### src/rtl/mm2s_pkt_fifo.sv
// Single-clock packet FIFO with keep/last sideband, level and packet counters, flush.
// Define MM2S_PKT_FIFO_SAF_EN to hold the head until a whole packet is stored.
module mm2s_pkt_fifo #(
  parameter int unsigned DATA_W    = 64,
  parameter int unsigned DEPTH     = 16,
  parameter int unsigned AF_THRESH = DEPTH - 2,
  parameter int unsigned AE_THRESH = 2
) (
  input  logic                         clk,
  input  logic                         rst,
  input  logic                         flush,
  input  logic                         push_valid,
  output logic                         push_ready,
  input  logic [DATA_W-1:0]            push_data,
  input  logic [DATA_W/8-1:0]          push_keep,
  input  logic                         push_last,
  output logic                         pop_valid,
  input  logic                         pop_ready,
  output logic [DATA_W-1:0]            pop_data,
  output logic [DATA_W/8-1:0]          pop_keep,
  output logic                         pop_last,
  output logic                         full,
  output logic                         empty,
  output logic                         almost_full,
  output logic                         almost_empty,
  output logic [$clog2(DEPTH+1)-1:0]   level,
  output logic [$clog2(DEPTH+1)-1:0]   pkt_count
);

  localparam int unsigned AW = $clog2(DEPTH);
  localparam int unsigned LW = $clog2(DEPTH + 1);
  localparam int unsigned KW = DATA_W / 8;

  typedef struct packed {
    logic [DATA_W-1:0] data;
    logic [KW-1:0]     keep;
    logic              last;
  } entry_t;

  entry_t        mem [DEPTH];
  entry_t        head;
  logic [AW-1:0] rd_ptr;
  logic [AW-1:0] wr_ptr;
  logic          rel_ok;
  logic          do_push;
  logic          do_pop;
  logic          pkt_inc;
  logic          pkt_dec;

  // Status decode; depends only on registered level.
  always_comb begin
    full         = (level == LW'(DEPTH));
    empty        = (level == '0);
    almost_full  = (level >= LW'(AF_THRESH));
    almost_empty = (level <= LW'(AE_THRESH));
  end

`ifdef MM2S_PKT_FIFO_SAF_EN
  // The full term drains oversize packets rather than deadlocking.
  assign rel_ok = (pkt_count != '0) | full;
`else
  assign rel_ok = 1'b1;
`endif

  always_comb begin
    push_ready = !full && !flush;
    pop_valid  = !empty && !flush && rel_ok;
    do_push    = push_valid && push_ready;
    do_pop     = pop_valid && pop_ready;
    head       = mem[rd_ptr];
    pop_data   = head.data;
    pop_keep   = head.keep;
    pop_last   = head.last;
    pkt_inc    = do_push && push_last;
    pkt_dec    = do_pop && head.last;
  end

  // Storage is not reset; contents are only meaningful below level.
  always_ff @(posedge clk) begin
    if (do_push) begin
      mem[wr_ptr] <= '{data: push_data, keep: push_keep, last: push_last};
    end
  end

  always_ff @(posedge clk or posedge rst) begin
    if (rst) begin
      rd_ptr    <= '0;
      wr_ptr    <= '0;
      level     <= '0;
      pkt_count <= '0;
    end else if (flush) begin
      rd_ptr    <= '0;
      wr_ptr    <= '0;
      level     <= '0;
      pkt_count <= '0;
    end else begin
      if (do_push) wr_ptr <= wr_ptr + AW'(1);
      if (do_pop)  rd_ptr <= rd_ptr + AW'(1);
      case ({do_push, do_pop})
        2'b10:   level <= level + LW'(1);
        2'b01:   level <= level - LW'(1);
        default: level <= level;
      endcase
      case ({pkt_inc, pkt_dec})
        2'b10:   pkt_count <= pkt_count + LW'(1);
        2'b01:   pkt_count <= pkt_count - LW'(1);
        default: pkt_count <= pkt_count;
      endcase
    end
  end

endmodule
### config.mk
export PLATFORM = sky130hd
export DESIGN_NAME = mm2s_pkt_fifo
export DESIGN_NICKNAME = d
export VERILOG_FILES = /design/src/rtl/mm2s_pkt_fifo.sv
export SDC_FILE = /design/constraint.sdc
export NUM_CORES = 1
export LEC_CHECK = 0
export ABC_AREA = 1
export CAP_MARGIN = 20
export CORE_MARGIN = 5
export CORE_UTILIZATION = 39
export CTS_BUF_LIST = sky130_fd_sc_hd__clkbuf_2
export DETAILED_ROUTE_END_ITERATION = 8
export PLACE_DENSITY = 0.58
export SYNTH_ARGS = -nofsm -noshare
export SYNTH_HDL_FRONTEND = slang
export SYNTH_SLANG_ARGS = --single-unit
### constraint.sdc
create_clock -name clk -period 5.48 [get_ports clk]
set_input_delay 0.822 -clock clk [delete_from_list [all_inputs] [get_ports clk]]
set_output_delay 0.822 -clock clk [all_outputs]
set_load 0.03 [all_outputs]
==> results.txt, run 1 <==
Die W -> 355 µm
Die Ht -> 355 µm
Hold crit path type -> primary input to flop
Fin worst setup slack -> 0.218 ns
Power density cells -> 415 nW/µm²
IO buf count -> 166
Peak VDD IR -> 0.306 mV
RSZ-0062 raised after global routing -> true
Startpoint types -> flop
Routed vias -> 30,000
Commonest non-fill, non-tap cell in the layout -> edfxtp_1
Post-Syn Nets -> 3,515
Setup crit end kind -> primary output
Share of cells above drive strength 1 -> 0.142
Synth cell types -> 35
CTS H-tree depth -> 5
DRT Pass-1 Iters -> 5
Critical path arrival -> 4.44 ns
Post-CTS Setup Inserts -> 0
DR iter-0 viols -> 2,707
Final-report hold violation count -> 0
Vias in the first global route -> 29,300
Achievable frequency -> 0.190 GHz
Top cells by area, synth -> edfxtp_1 (76%), o21ai_0 (6.2%), nor2_1 (5.6%)
Min-Delay Path Depth -> 1
Area grow syn2layout -> 13.3%
Cell Area, Placed -> 49,900 µm²
Maximum capacitance violations -> 0
Worst Tran Pin Value -> 0.971 ns
Post-route insts no fill -> 5,443
Fillers -> 10,800
Clock-pin slew on the worst setup and hold paths -> 0.10 ns
Starting Density -> 0.392
Util after Layout -> 0.445
CTS tree -> done
Fin area -> 52,500 µm²
NumNets Final -> 3,822
Tmin final -> 5.26 ns
Routed len/inst -> 23.5 µm
Cell row count -> 126
Critical path class -> flop to primary output
Yosys top cell by area -> edfxtp_1
Initial antenna violation count -> 16
Core Region -> 118,000 µm²
DR vias/cell -> 5.51
Final Skew -> 0.114 ns
Clock root buffer -> clkbuf_2
Source-to-sink clock delay at the later pin of the worst-skew pair -> 1.53 ns
Mapped cell area -> 46,300 µm²
Final setup viols -> 0
R2R depth -> 17
Gate count of the mapped netlist -> 3,424
Status -> finished, final reports clean
Slew HR -> 0.352
Pre-CTS WS -> 1.30 ns
Post-Syn Area per Cell -> 13.5 µm²
TritonCTS Buffers -> 312
DR DRC count -> 0
Hold_ws -> 0.246 ns
Largest net degree at the start of global routing -> 176
GR Overflow Total -> 0
Die area -> 126,000 µm²
GPL Wtd Cong -> 0.730
Final number of max-transition violations -> 0
Most frequent cells in the layout -> edfxtp_1 (1,168), nor2_1 (671), o21ai_0 (571)
WP data required -> 4.66 ns
First-pass GRT wire length -> 188 mm
Placed cell count -> 4,949
Tcrit/Tclk final -> 0.960
I/O pins -> 167
Leakage -> 17.6 nW
GR Util All Layers -> 0.198
Num Clock Sinks -> 1,186
Maximum root-to-sink buffer count -> 4
Antenna Nets Post-Route -> 0
Hpwl dp -> 60.8 mm
Register area share after synthesis -> 0.767
WL final -> 128 mm
FF+latch count, synth -> 1,186
Crit-path max FO -> 73
Yosys warns -> 0
Yosys top cell area share -> 0.757
## state kept, by name, summed over array words and instances, names as in the netlist
register   count
mem         1168
level          5
pkt_count      5
rd_ptr         4
wr_ptr         4
## synthesized netlist by cell type
library cell and n:
ha_1 11, buf_4 6, nand3_1 13, inv_1 32, nand3_4 1, xnor2_1 3, nor3_1 1, edfxtp_1 1168
clkinv_1 2, clkbuf_1 128, nand3_2 7, fa_1 2, nand2_2 2, inv_2 7, a21oi_4 1, dfrtp_1 18
buf_6 9, inv_4 1, nor2_4 1, nand2_1 102, nand4_1 7, o21ai_0 571, o21ai_1 107, buf_1 7
a22o_1 1, nand2_4 3, o22ai_1 339, buf_2 86, a21oi_1 60, clkbuf_2 7, nor2_1 687, or2_1 2
a22oi_1 26, xor2_1 5, o31ai_1 1
## what timing repair did
| item | in CTS | in global routing |
|---|---|---|
| resized for setup | 14 | 11 |
| setup endpoints to repair | 67 | 19 |
| hold buffers | 3 | 0 |
| pin swaps | 0 | 0 |
| cloned | 1 | 0 |
| endpoints found under the hold margin | 22 | 0 |
## cells by family after synthesis
group,synth area share
DFF,0.767
AOI/OAI and AO/OA,0.130
adders and majority gates,0.00384
and+or+nand+nor,0.0698
buffers and inverters,0.0276
xor gates and xnor gates,0.00151
## stage by stage
| stage | setup TNS, ns | total power, W |
|---|---|---|
| 2_1_floorplan | 0 | 0.0143 |
| 3_3_place_gp | 0 | 0.0163 |
| 3_5_place_dp | 0 | 0.0163 |
| 4_1_cts | -0.0102 | 0.0221 |
| 5_1_grt | -0.259 | 0.0230 |
| 6_report | 0 | 0.0218 |
## worst max-delay path, stage by stage, from the launching register on
cell             delay, ns
dfrtp_4               0.69
clkbuf_8              0.49
o21ai_0               0.17
o22ai_1               0.22
nand2_1               0.09
a22oi_1               0.51
clkdlybuf4s50_1       0.78
## routing by layer
layer,GRT usage,part of all wire,up-vias
li1,-,-,13600
met1,0.269,0.44,15100
met2,0.320,0.48,1051
met3,0.0395,0.064,214
met4,0.0662,0.021,14
met5,0,0.00056,-
## where the power goes
part | total [W] | internal (W) | switching, W
clock | 0.00569 | 0.00227 | 0.00342
combinational | 0.00587 | 0.00188 | 0.00399
sequential | 0.0102 | 0.0101 | 0.000103
total | 0.0218 | 0.0143 | 0.00751
## layout make-up
cell class                 instances  area, µm²  area share
sequential                      1186      35500       0.677
multi-input combinational       1953       9660       0.184
timing repair buffer             235       2650      0.0505
clock buffer                     423       2120      0.0403
tap                             1536       1920      0.0366
clock inverter                    55        352     0.00670
inverter                          42        228     0.00434
antenna                           12       30.0    0.000572
timing repair inverter             1       11.3    0.000214
## worst paths after layout
kind                                       endpoint                  start  slack, ns
max                                    pop_data[59]  rd_ptr[0]$_DFFE_PP0P_       0.22
min                            mem[9][49]$_DFFE_PP_          push_data[40]       0.25
max reg2reg                pkt_count[4]$_DFFE_PP0P_  rd_ptr[0]$_DFFE_PP0P_       2.13
min reg2reg                   wr_ptr[2]$_DFFE_PP0P_  wr_ptr[2]$_DFFE_PP0P_       0.59
max in group asynchronous     rd_ptr[3]$_DFFE_PP0P_                    rst       4.42
min in group asynchronous     rd_ptr[2]$_DFFE_PP0P_                    rst       0.42
Power figures use the tool's default switching activity.
==> inputs of run 2 (changes only) <==
--- a/config.mk
+++ b/config.mk
@@ -12,6 +12,7 @@
 export CTS_BUF_LIST = sky130_fd_sc_hd__clkbuf_2
 export DETAILED_ROUTE_END_ITERATION = 8
 export PLACE_DENSITY = 0.58
+export SETUP_SLACK_MARGIN = 0.3
 export SYNTH_ARGS = -nofsm -noshare
 export SYNTH_HDL_FRONTEND = slang
 export SYNTH_SLANG_ARGS = --single-unit
==> run 2 against run 1 <==
Effect of this change: maximum frequency grew 7.6%; routed wire length up 2.5%; critical path depth up 2; clock skew grew 0.0061 ns; sequential power barely moved; critical endpoint is now pop_keep[0]; largest power group unchanged; highest routed layer unchanged.
==> results.txt, run 2 (same netlist as run 1, synthesis figures left out) <==
Status -> finished, final reports clean
Crit path launch -> rd_ptr[0]$_DFFE_PP0P_
CTS tree -> done
NumNets Final -> 3,839
Most used cell, CP -> buf_4
Biggest registers after layout -> mem: 1168 flops, level: 5 flops, pkt_count: 5 flops
Reg power frac -> 0.466
DRT Pass-1 Iters -> 5
Peak VDD IR -> 0.293 mV
GPL Wtd Cong -> 0.730
Setup crit end kind -> primary output
Pint -> 0.0143 W
Top reg by flops -> mem
Initial antenna violation count -> 17
Fin area -> 52,800 µm²
Final number of max-transition violations -> 0
WL final -> 131 mm
Slowest stage cell on the critical path -> dfrtp_4
Slew HR -> 0.381
Startpoint types -> flop
CP max stage delay -> 0.56 ns
RSZ-0062 raised after global routing -> false
Share of cells above drive strength 1 -> 0.147
Routed len/inst -> 24.0 µm
Die W -> 355 µm
Vias in the first global route -> 29,700
Crit-path max FO -> 62
DR iter-0 viols -> 2,810
Power density cells -> 415 nW/µm²
Critical path arrival -> 4.07 ns
DR DRC count -> 0
WP data required -> 4.66 ns
Die area -> 126,000 µm²
Util after Layout -> 0.447
Cell Area, Placed -> 49,900 µm²
Cell family with most CP delay -> buffers and inverters
Commonest non-fill, non-tap cell in the layout -> edfxtp_1
Crit path buffers/inverters -> 4
Max reg flops -> 1,168
Clock power frac -> 0.259
Clock-pin slew on the worst setup and hold paths -> 0.10 ns
Largest net degree at the start of global routing -> 147
Final-report hold violation count -> 0
I/O pins -> 167
Worst-path cell chain -> buf_4, inv_16, buf_4, o21ai_0, o22ai_1, a21oi_1, a22oi_1, dlygate4sd2_1
Switching pwr -> 0.00764 W
Combinational power share -> 0.275
Final Skew -> 0.120 ns
Clock root buffer -> clkbuf_2
GR Util All Layers -> 0.203
Worst reg2reg startpoint -> rd_ptr[0]$_DFFE_PP0P_
Area grow syn2layout -> 13.9%
TritonCTS Buffers -> 312
Routed vias -> 30,200
RR Endpoint -> pkt_count[4]$_DFFE_PP0P_
Sum Neg Setup Slack -> 0 ns
Switching share of power -> 0.349
End point of the critical path -> pop_keep[0]
IO buf count -> 166
Tcrit/Tclk final -> 0.892
DR vias/cell -> 5.53
Maximum root-to-sink buffer count -> 4
Core Region -> 118,000 µm²
Final setup viols -> 0
Starting Density -> 0.392
Achievable frequency -> 0.205 GHz
Die Ht -> 355 µm
Hpwl dp -> 60.8 mm
Num Clock Sinks -> 1,186
Leakage -> 17.8 nW
Post-route insts no fill -> 5,459
R2R depth -> 19
First-pass GRT wire length -> 192 mm
Hold crit path type -> primary input to flop
CTS H-tree depth -> 5
Number of cells on the critical path -> 8
Tmin final -> 4.89 ns
Most frequent cells in the layout -> edfxtp_1 (1,168), nor2_1 (671), o21ai_0 (571)
Cell row count -> 126
Maximum capacitance violations -> 0
Source-to-sink clock delay at the later pin of the worst-skew pair -> 1.48 ns
GR Overflow Total -> 0
Critical path class -> flop to primary output
R2R setup slack -> 2.13 ns
Placed cell count -> 4,949
Worst Tran Pin Value -> 0.927 ns
Antenna Nets Post-Route -> 0
run 2: cell type report:
cell class / instances / area, µm²
fill: 10800 / 65300
sequential: 1186 / 35500
multi-input combinational: 1953 / 9690
timing repair buffer: 250 / 2880
clock buffer: 423 / 2120
tap: 1536 / 1920
clock inverter: 55 / 352
inverter: 42 / 210
timing repair inverter: 3 / 47.5
antenna: 11 / 27.5
run 2: worst min path at each step:
| stage | start | to | depth (start not counted) |
|---|---|---|---|
| after floorplan | wr_ptr[2]$_DFFE_PP0P_ | wr_ptr[2]$_DFFE_PP0P_ | 1 |
| after global placement | pkt_count[4]$_DFFE_PP0P_ | pkt_count[4]$_DFFE_PP0P_ | 2 |
| after detailed placement | pkt_count[3]$_DFFE_PP0P_ | pkt_count[3]$_DFFE_PP0P_ | 2 |
| after CTS | push_data[62] | mem[14][71]$_DFFE_PP_ | 1 |
| after global routing | push_data[62] | mem[14][71]$_DFFE_PP_ | 1 |
| final | push_data[40] | mem[7][49]$_DFFE_PP_ | 1 |
run 2: power by group through the flow:
stage	sequential (W)	combinational, W	clock (W)
after CTS	0.0102	0.00607	0.00589
after floorplan	0.0104	0.00381	0
after global placement	0.0104	0.00584	0
final	0.0102	0.00602	0.00568
after global routing	0.0102	0.00657	0.00631
after detailed placement	0.0104	0.00587	0
run 2: timing repair:
item,4_1_cts,5_1_grt
setup buffers,11,1
gates resized for setup,81,18
setup endpoints to repair,73,20
endpoints found under the hold margin,22,0
hold buffers,3,0
cloned,6,0
pin swaps,0,0
run 2: stage by stage:
step                      hold slack (ns)  power, W  worst slack (ns)
after CTS                          0.0212    0.0222             0.224
after global placement              0.557    0.0163              1.31
after floorplan                     0.522    0.0143             0.465
after detailed placement            0.571    0.0163              1.30
after global routing                0.106    0.0231             0.298
final                               0.294    0.0219             0.592
run 2: routing by layer:
layer | vias to the layer above | global-route usage | part of all wire
met5 | - | 0 | 0.00060
met4 | 14 | 0.0728 | 0.023
met3 | 213 | 0.0406 | 0.069
met2 | 1127 | 0.328 | 0.48
met1 | 15200 | 0.275 | 0.43
li1 | 13700 | - | -
